File: config.mk
export PLATFORM = sky130hd
export DESIGN_NAME = alu_result_stage_flat
export DESIGN_NICKNAME = d
export VERILOG_FILES = /design/src/rtl/alu_pkg.sv /design/src/rtl/alu_result_stage_if.sv /design/src/rtl/alu_flag_gen.sv /design/src/rtl/alu_result_stage.sv /design/src/flat_wrapper.sv
export SDC_FILE = /design/constraint.sdc
export NUM_CORES = 1
export LEC_CHECK = 0
export CORE_AREA = 2 2 64 66
export CTS_CLUSTER_SIZE = 40
export DETAILED_ROUTE_END_ITERATION = 10
export DIE_AREA = 0 0 66 68
export HOLD_SLACK_MARGIN = 0.15
export PLACE_DENSITY = 0.59
export SYNTH_ARGS = -nofsm -noshare
export SYNTH_HDL_FRONTEND = slang
export SYNTH_SLANG_ARGS = --single-unit
File: constraint.sdc
create_clock -name clk -period 3.39 [get_ports clk]
set_input_delay 0.339 -clock clk [delete_from_list [all_inputs] [get_ports clk]]
set_output_delay 0.339 -clock clk [all_outputs]
set_load 0.01 [all_outputs]
File: src/rtl/alu_pkg.sv
// rtl/alu_pkg.sv - shared ALU constants: flag indices, stage-state encoding, entry width
package alu_pkg;

  // Bit positions of the flags inside the 4-bit {Z,N,C,V} field
  localparam int FLAG_Z = 3;
  localparam int FLAG_N = 2;
  localparam int FLAG_C = 1;
  localparam int FLAG_V = 0;
  localparam int FLAG_BITS = 4;

  // Occupancy of the 2-entry result skid buffer
  typedef enum logic [1:0] {
    EMPTY = 2'd0,
    ONE   = 2'd1,
    FULL  = 2'd2
  } stage_state_t;

  // A stored entry is the result followed by its flags
  function automatic int entry_width(input int width);
    return width + FLAG_BITS;
  endfunction

endpackage

File: src/rtl/alu_result_stage_if.sv
// rtl/alu_result_stage_if.sv - valid/ready result bus into and out of the ALU result stage
interface alu_result_stage_if #(
  parameter int WIDTH = 8
);
  logic             in_valid;
  logic             in_ready;
  logic [WIDTH-1:0] in_result;
  logic             in_carry;
  logic             in_ovf;
  logic             out_valid;
  logic             out_ready;
  logic [WIDTH-1:0] out_result;
  logic [3:0]       out_flags;

  // Producer of ALU results and consumer of the stage output
  modport master (
    output in_valid, in_result, in_carry, in_ovf, out_ready,
    input  in_ready, out_valid, out_result, out_flags
  );

  // The result stage itself
  modport slave (
    input  in_valid, in_result, in_carry, in_ovf, out_ready,
    output in_ready, out_valid, out_result, out_flags
  );
endinterface

File: src/rtl/alu_flag_gen.sv
// rtl/alu_flag_gen.sv - combinational Z/N/C/V derivation from result, carry and overflow
module alu_flag_gen
  import alu_pkg::*;
#(
  parameter int WIDTH = 8
) (
  input  logic [WIDTH-1:0] result,
  input  logic             carry,
  input  logic             ovf,
  output logic [3:0]       flags
);

  // Zero and sign come from the result, carry and overflow pass straight through
  always_comb begin
    flags         = '0;
    flags[FLAG_Z] = (result == '0);
    flags[FLAG_N] = result[WIDTH-1];
    flags[FLAG_C] = carry;
    flags[FLAG_V] = ovf;
  end

endmodule

File: src/rtl/alu_result_stage.sv
// rtl/alu_result_stage.sv - registered ALU result/flag stage with 2-entry skid buffer (optional ALU_STICKY_OVF_EN)
module alu_result_stage
  import alu_pkg::*;
#(
  parameter int WIDTH = 8
) (
  input  logic                clk,
  input  logic                rst_n,
  alu_result_stage_if.slave   bus,
  input  logic                clr_sticky,
  output logic                sticky_v
);

  localparam int EW = entry_width(WIDTH);

  stage_state_t   state;
  logic           in_ready_q;
  logic           out_valid_q;
  logic [EW-1:0]  main_q;
  logic [EW-1:0]  skid_q;
  logic [3:0]     in_flags;
  logic [EW-1:0]  in_entry;
  logic           in_fire;
  logic           out_fire;

  alu_flag_gen #(.WIDTH(WIDTH)) u_flag_gen (
    .result (bus.in_result),
    .carry  (bus.in_carry),
    .ovf    (bus.in_ovf),
    .flags  (in_flags)
  );

  assign in_entry = {bus.in_result, in_flags};
  assign in_fire  = bus.in_valid & in_ready_q;
  assign out_fire = out_valid_q & bus.out_ready;

  assign bus.in_ready   = in_ready_q;
  assign bus.out_valid  = out_valid_q;
  assign bus.out_result = main_q[EW-1:FLAG_BITS];
  assign bus.out_flags  = main_q[FLAG_BITS-1:0];

  // Skid FSM: in_ready is a flop so out_ready never reaches it combinationally
  always_ff @(posedge clk or negedge rst_n) begin
    if (!rst_n) begin
      state       <= EMPTY;
      in_ready_q  <= 1'b0;
      out_valid_q <= 1'b0;
      main_q      <= '0;
      skid_q      <= '0;
    end else begin
      case (state)
        EMPTY: begin
          in_ready_q <= 1'b1;
          if (in_fire) begin
            main_q      <= in_entry;
            out_valid_q <= 1'b1;
            state       <= ONE;
          end
        end
        ONE: begin
          if (in_fire && !out_fire) begin
            skid_q     <= in_entry;
            in_ready_q <= 1'b0;
            state      <= FULL;
          end else if (in_fire && out_fire) begin
            main_q <= in_entry;
          end else if (out_fire) begin
            out_valid_q <= 1'b0;
            state       <= EMPTY;
          end
        end
        FULL: begin
          if (out_fire) begin
            main_q     <= skid_q;
            in_ready_q <= 1'b1;
            state      <= ONE;
          end
        end
        default: begin
          state       <= EMPTY;
          in_ready_q  <= 1'b1;
          out_valid_q <= 1'b0;
        end
      endcase
    end
  end

`ifdef ALU_STICKY_OVF_EN
  logic sticky_q;

  // Sticky overflow: an overflowing entry leaving the stage beats a same-cycle clear
  always_ff @(posedge clk or negedge rst_n) begin
    if (!rst_n) begin
      sticky_q <= 1'b0;
    end else if (out_fire && main_q[FLAG_V]) begin
      sticky_q <= 1'b1;
    end else if (clr_sticky) begin
      sticky_q <= 1'b0;
    end
  end

  assign sticky_v = sticky_q;
`else
  logic unused_clr_sticky;

  assign unused_clr_sticky = clr_sticky;
  assign sticky_v          = 1'b0;
`endif

endmodule

File: src/flat_wrapper.sv
// flat-port wrapper written by rule: the top's interface ports become plain ports
module alu_result_stage_flat import alu_pkg::*;
#(
  parameter int WIDTH = 8
)
  (clk, rst_n, clr_sticky, sticky_v, bus_in_valid, bus_in_result, bus_in_carry, bus_in_ovf, bus_out_ready, bus_in_ready, bus_out_valid, bus_out_result, bus_out_flags);
  alu_result_stage_if #(.WIDTH(WIDTH)) bus_i ();
  input  logic clk;
  input  logic rst_n;
  input  logic clr_sticky;
  output logic sticky_v;
  input wire logic [$bits(bus_i.in_valid)-1:0] bus_in_valid;
  input wire logic [$bits(bus_i.in_result)-1:0] bus_in_result;
  input wire logic [$bits(bus_i.in_carry)-1:0] bus_in_carry;
  input wire logic [$bits(bus_i.in_ovf)-1:0] bus_in_ovf;
  input wire logic [$bits(bus_i.out_ready)-1:0] bus_out_ready;
  output wire logic [$bits(bus_i.in_ready)-1:0] bus_in_ready;
  output wire logic [$bits(bus_i.out_valid)-1:0] bus_out_valid;
  output wire logic [$bits(bus_i.out_result)-1:0] bus_out_result;
  output wire logic [$bits(bus_i.out_flags)-1:0] bus_out_flags;
  assign bus_i.in_valid = bus_in_valid;
  assign bus_i.in_result = bus_in_result;
  assign bus_i.in_carry = bus_in_carry;
  assign bus_i.in_ovf = bus_in_ovf;
  assign bus_i.out_ready = bus_out_ready;
  assign bus_in_ready = bus_i.in_ready;
  assign bus_out_valid = bus_i.out_valid;
  assign bus_out_result = bus_i.out_result;
  assign bus_out_flags = bus_i.out_flags;
  alu_result_stage #(.WIDTH(WIDTH)) u_core (.clk(clk), .rst_n(rst_n), .bus(bus_i), .clr_sticky(clr_sticky), .sticky_v(sticky_v));
endmodule
# --- Word-level counts from Yosys, hierarchy flattened ---
# Index checks and enable logic that the tools add are counted.
# W data, S select, Z words.
totals:
  reg_bits: 28
  inputBits: 15
  elab_cells: 49
  out_inout_bits: 15
classes:
  n_bitwise: 3
  muxes: 19
  n_reduce_logical: 11
  eq_ne: 11
ops:
  columns: ["op", "n"]
  rows:
  - ["$mux W12", 4]
  - ["$pmux W12 S3", 1]
  - ["$mux W2", 5]
  - ["$ne A2 B1 Y1 const B", 5]
  - ["$reduce_and A5 Y1", 2]
  - ["$logic_not A8 Y1", 1]
  - ["$mux W1", 6]
  - ["$pmux W2 S3", 1]
  - ["$ne A2 B2 Y1 const B", 2]
  - ["$reduce_and A2 Y1", 2]
  - ["$reduce_and A4 Y1", 1]
  - ["$ne A3 B1 Y1 const B", 1]
  - ["$ne A3 B2 Y1 const B", 1]
  - ["$pmux W1 S3", 1]
  - ["$reduce_bool A3 Y1", 1]
  - ["$and A1 B1 Y1", 2]
  - ["$eq A2 B1 Y1 const B", 1]
  - ["$eq A2 B2 Y1 const B", 1]
  - ["$logic_and A1 B1 Y1", 2]
  - ["$logic_not A2 Y1", 1]
  - ["$pmux W1 S2", 1]
  - ["$logic_not A1 Y1", 1]
  - ["$not A1 Y1", 1]

# --- Depth between registers and ports, before layout ---
logic_depth:
  depth_word: 5
  mapped_depth: 5
  ltp_nobuf: 4

# --- Cells and area by module ---
# From an unflattened synthesis, not the netlist that was laid out.
unflattened:
  cells_unflattened: 94
  area_unflattened_um2: 1443.9
by_module_without_submodules:
  columns: ["module", "seq_area_each_um2", "area_per_inst_um2", "instances", "cells_each"]
  rows:
  - ["alu_result_stage", 700.7, 1402.6, 1, 88]
  - ["alu_flag_gen", 0.0, 41.3, 1, 6]

# --- Least setup slack after synthesis ---
# No wires, ideal clock.
synth_path:
  path_kind: "reg2reg"
  start: "reg u_core.in_ready_q, in the netlist u_core.bus.in_ready"
  end: "reg u_core.main_q[0]"
  stages_incl_launch_ff: 6
  period_less_slack_ps: 1647
  path_slack_ps: 1743
  t_required_ps: 3265
  n_path_buf: 1
  setup_time_ps: 125
  arrival_ps: 1521
  cell_sequence: "dfrtp_1 -> and3b_2 -> o21ba_1 -> a31oi_2 -> buf_6 -> mux2_4"
synth_via:
  elab_chain_len: 4
  word_cells_on_any_way: 7
  cone_classes: "3 x eq/ne; 1 x bitwise; 3 x reduce/logical"
synth_rtl:
  columns: ["item", "line_no", "source"]
  rows:
  - ["start, declared", "alu_result_stage.sv:17", "logic in_ready_q;"]
  - ["start signal, assigned", "alu_result_stage.sv:46", "in_ready_q <= 1'b0;"]
  - ["start signal, assigned", "alu_result_stage.sv:53", "in_ready_q <= 1'b1;"]
  - ["start signal, assigned", "alu_result_stage.sv:63", "in_ready_q <= 1'b0;"]
  - ["$and A1 B1 Y1 *", "alu_result_stage.sv:34", "assign in_fire = bus.in_valid & in_ready_q;"]
  - ["$logic_and A1 B1 Y1, on equally long branches", "alu_result_stage.sv:61, alu_result_stage.sv:65", null]
  - ["$ne A2 B2 Y1 (no line) / $ne A2 B1 Y1 (equally long branches)", null, null]
  - ["$reduce_and A5 Y1 (no line) *", null, null]
  - ["end signal, assigned", "alu_result_stage.sv:55", "main_q <= in_entry;"]
  - ["end signal, assigned", "alu_result_stage.sv:66", "main_q <= in_entry;"]
  - ["end signal, assigned", "alu_result_stage.sv:74", "main_q <= skid_q;"]
  - ["end, declared", "alu_result_stage.sv:19", "logic [EW-1:0] main_q;"]
# Every way passes the cells marked *; elsewhere a longest branch is shown, timed or not.
# A chain may end at the register's enable or synchronous reset.

# --- Worst setup path in the final report ---
layout_path:
  start: "in bus_in_valid"
  end: "reg u_core.main_q[7]"
layout_via:
  elab_chain_len: 4
  word_cells_on_any_way: 7
  cone_classes: "3 x eq/ne; 1 x bitwise; 3 x reduce/logical"
layout_rtl:
  columns: ["item", "line_no", "source"]
  rows:
  - ["start, declared", "flat_wrapper.sv:12", "input wire logic [$bits(bus_i.in_valid)-1:0] bus_in_valid;"]
  - ["$and A1 B1 Y1 *", "alu_result_stage.sv:34", null]
  - ["$logic_and A1 B1 Y1, on equally long branches", "alu_result_stage.sv:61, alu_result_stage.sv:65", null]
  - ["$ne A2 B2 Y1 (no line) / $ne A2 B1 Y1 (equally long branches)", null, null]
  - ["$reduce_and A5 Y1 (no line) *", null, null]
# Marked as above.

==> reports/metrics.cfg <==
[global_route]
track_usage_pct = 11.45
grt_pass1_vias = 864
grt_first_pass_wirelength_um = 3891
antenna_found_initial = 0
gr-total-overflow = 0
grt_max_degree = 27

[synthesis]
syn_area_um2 = 1236
synthTopCellsByArea = dfrtp_1 (53%), mux2_2 (19%), mux2_4 (12%), nand2_1 (3.0%), nand3_1 (1.2%)
synth_area_per_cell_um2 = 13.44
synth-seq-cells = 26
synth_mux_area_share_pct = 31.28
synth_area_leader_cell = dfrtp_1
ys.flop_type = dfrtp_1
synth_top_family_by_area = multiplexers
syn_nets = 107
synth-simple-area-share_pct = 7.794
synth-xor-area-share_pct = 0
synth_top_cell_area_share_pct = 52.63
syn_inst = 92
ys.warnings.count = 0
seq_area_frac_synth_pct = 52.63
yosysUniqueCellTypes = 21
async_reset_ff_share_pct = 100.0
synth_edf_count = 0
yosys.area_share.adder_pct = 0
synth_compound_area_share_pct = 4.757
yosysMostFrequentCell = dfrtp_1
netlist_top_cells_count = dfrtp_1 (26), mux2_2 (21), mux2_4 (10), nand2_1 (10)

[routing]
dr.pass1.iters = 4
wl_per_cell_um = 14.01
routed_wirelength_um = 2382
via_per_inst = 4.724
vias = 803
ant_nets = 0
drt-initial-drc-count = 19
post-route-drc-count = 0

[cts]
cts_buffer_depth = 2
cts_resized = 0
clkSinkCount = 26
path_clk_slew_ns = 0.08
post_cts.repair.setup_buffers = 0
clk_latency_ns = 0.26
cts_buffers = 3
cts_root_buffer = clkbuf_8
holdBufCountCts = 0
htree_num_levels = 1
cts_tree = done

[critical_path]
path_cells = clkdlybuf4s50_1, and3b_2, o21ba_1, a31oi_2, buf_4, mux2_2
cp.required_ns = 3.54
crit_path_max_fanout = 11
critPathSlowestCell = clkdlybuf4s50_1
rr_worst_depth = 5
cp-end-kind = flip-flop
cpPeakStageDelay_ns = 0.44
cp.arrival_ns = 2.03
cp-start-kind = primary input
r2r_slack_ns = 1.63
crit_type = primary input to flip-flop

[floorplanning]
coreArea_um2 = 3856
die_w_um = 66
initial_core_util_pct = 32.06
dieHeight_um = 68
die_area_um2 = 4488
rows = 23
io_pins = 30

[pwr]
total_power_w = 0.001436
p_per_area_nw_per_um2 = 895.8
power_leakage_nw = 0.6976
ir_drop_mv = 0.3593

[sta]
hold_viol_final = 0
rsz0062_at_grt = no
period_minus_slack_ns = 1.875
fin_skew_ns = 0.005537
relSlewSlack_pct = 22.09
max_freq_mhz = 533.3
setup_viol = 0
post-route-period-util_pct = 55.31
setup-tns-final_ns = 0
tightest_slew_ns = 1.165
slew_viol_final = 0

[placed_design]
gp_congestion = 0.6608
dpl.hpwl_um = 1708
portBuffers = 27

[hold_path]
whs_path_depth = 1
min_path_type = flip-flop to flip-flop

[cells_and_area]
fillers = 389
syn_to_final_growth_pct = 29.66
nets = 136
num_antenna_cells = 0
multi_input_area_um2 = 545.5
drive_gt1_share_pct = 33.33
regArea_um2 = 650.6

[run]
timing.max_cap.violations = 0

[status]
status = completed

## cells by family after synthesis
family / after synthesis
buf+inv: 6
compound gates: 8
mux: 31
other cells: 1
simple gates: 20
flops: 26
## cell usage in the layout (no fill, tap or decap)
| master | count |
|---|---|
| clkdlybuf4s50_1 | 27 |
| nand2_1 | 10 |
| conb_1 | 1 |
| a31oi_2 | 1 |
| inv_1 | 1 |
| nor2_1 | 2 |
| and3_2 | 1 |
| mux2_2 | 21 |
| o21bai_1 | 1 |
| dfrtp_1 | 26 |
| o21ai_0 | 3 |
| nor2b_1 | 1 |
| nor4_1 | 2 |
| buf_4 | 2 |
| o21ba_1 | 1 |
| mux2_4 | 10 |
| a31oi_1 | 1 |
| and3b_2 | 1 |
| o21a_1 | 1 |
| clkbuf_8 | 4 |
| nand3_1 | 3 |
## worst max-delay path, delay by kind of cell
kind	cells	cell delay, ns
compound gates	2	0.36
mux	1	0.36
simple gates	1	0.27
buf+inv	2	0.70
## metrics by stage
stage	setup slack [ns]	instance area (µm²)	std cells	hold WS, ns	utilization, %
final	1.515	1603	170	0.5055	41.56
after detailed placement	1.212	1548	166	0.4911	40.14
after global placement	1.235	1548	166	0.4638	40.14
after CTS	1.501	1603	170	0.5113	41.56
after global routing	1.463	1603	170	0.5310	41.56
after floorplan	1.743	1236	92	0.04341	-
## path summary, 6_finish.rpt
kind,start,endpoint
setup / recovery,bus_in_valid,u_core.main_q[7]
hold / removal,u_core.main_q[7],u_core.main_q[7]
setup reg to reg,u_core.bus.in_ready,u_core.main_q[7]
hold reg to reg,u_core.main_q[7],u_core.main_q[7]
max in group asynchronous,rst_n,u_core.bus.out_valid
min in group asynchronous,rst_n,u_core.skid_q[6]
## report_power, final
| group | leakage (nW) | switching (W) | internal (W) | total (W) |
|---|---|---|---|---|
| Combinational | 0.358 | 0.000256 | 0.000435 | 0.000691 |
| Sequential | 0.310 | 0.0000925 | 0.000459 | 0.000552 |
| Clock | 0.0288 | 0.0000892 | 0.000104 | 0.000193 |
| Total | 0.698 | 0.000438 | 0.000998 | 0.00144 |
## registers in the layout (all words and copies together) (netlist names)
name                  cells
u_core.bus.out_valid      1
u_core.main_q            11
u_core.state              2
u_core.bus.in_ready       1
u_core.skid_q            11
## layer usage
layer | vias up | global-route usage [%] | share of wire [%]
li1 | 379 | - | -
met1 | 406 | 13.35 | 45
met2 | 16 | 21.34 | 51
met3 | 2 | 1.974 | 4.2
met4 | 0 | 3.827 | 0.55
met5 | - | 0 | 0
## cell type report
class | count | area share (%)
inverter | 1 | 0.2342
clock buffer | 4 | 3.435
multi-input combinational | 60 | 34.04
timing repair buffer | 29 | 17.80
tap | 50 | 3.903
sequential | 26 | 40.59
No activity file was read; power rests on OpenSTA's default activity.
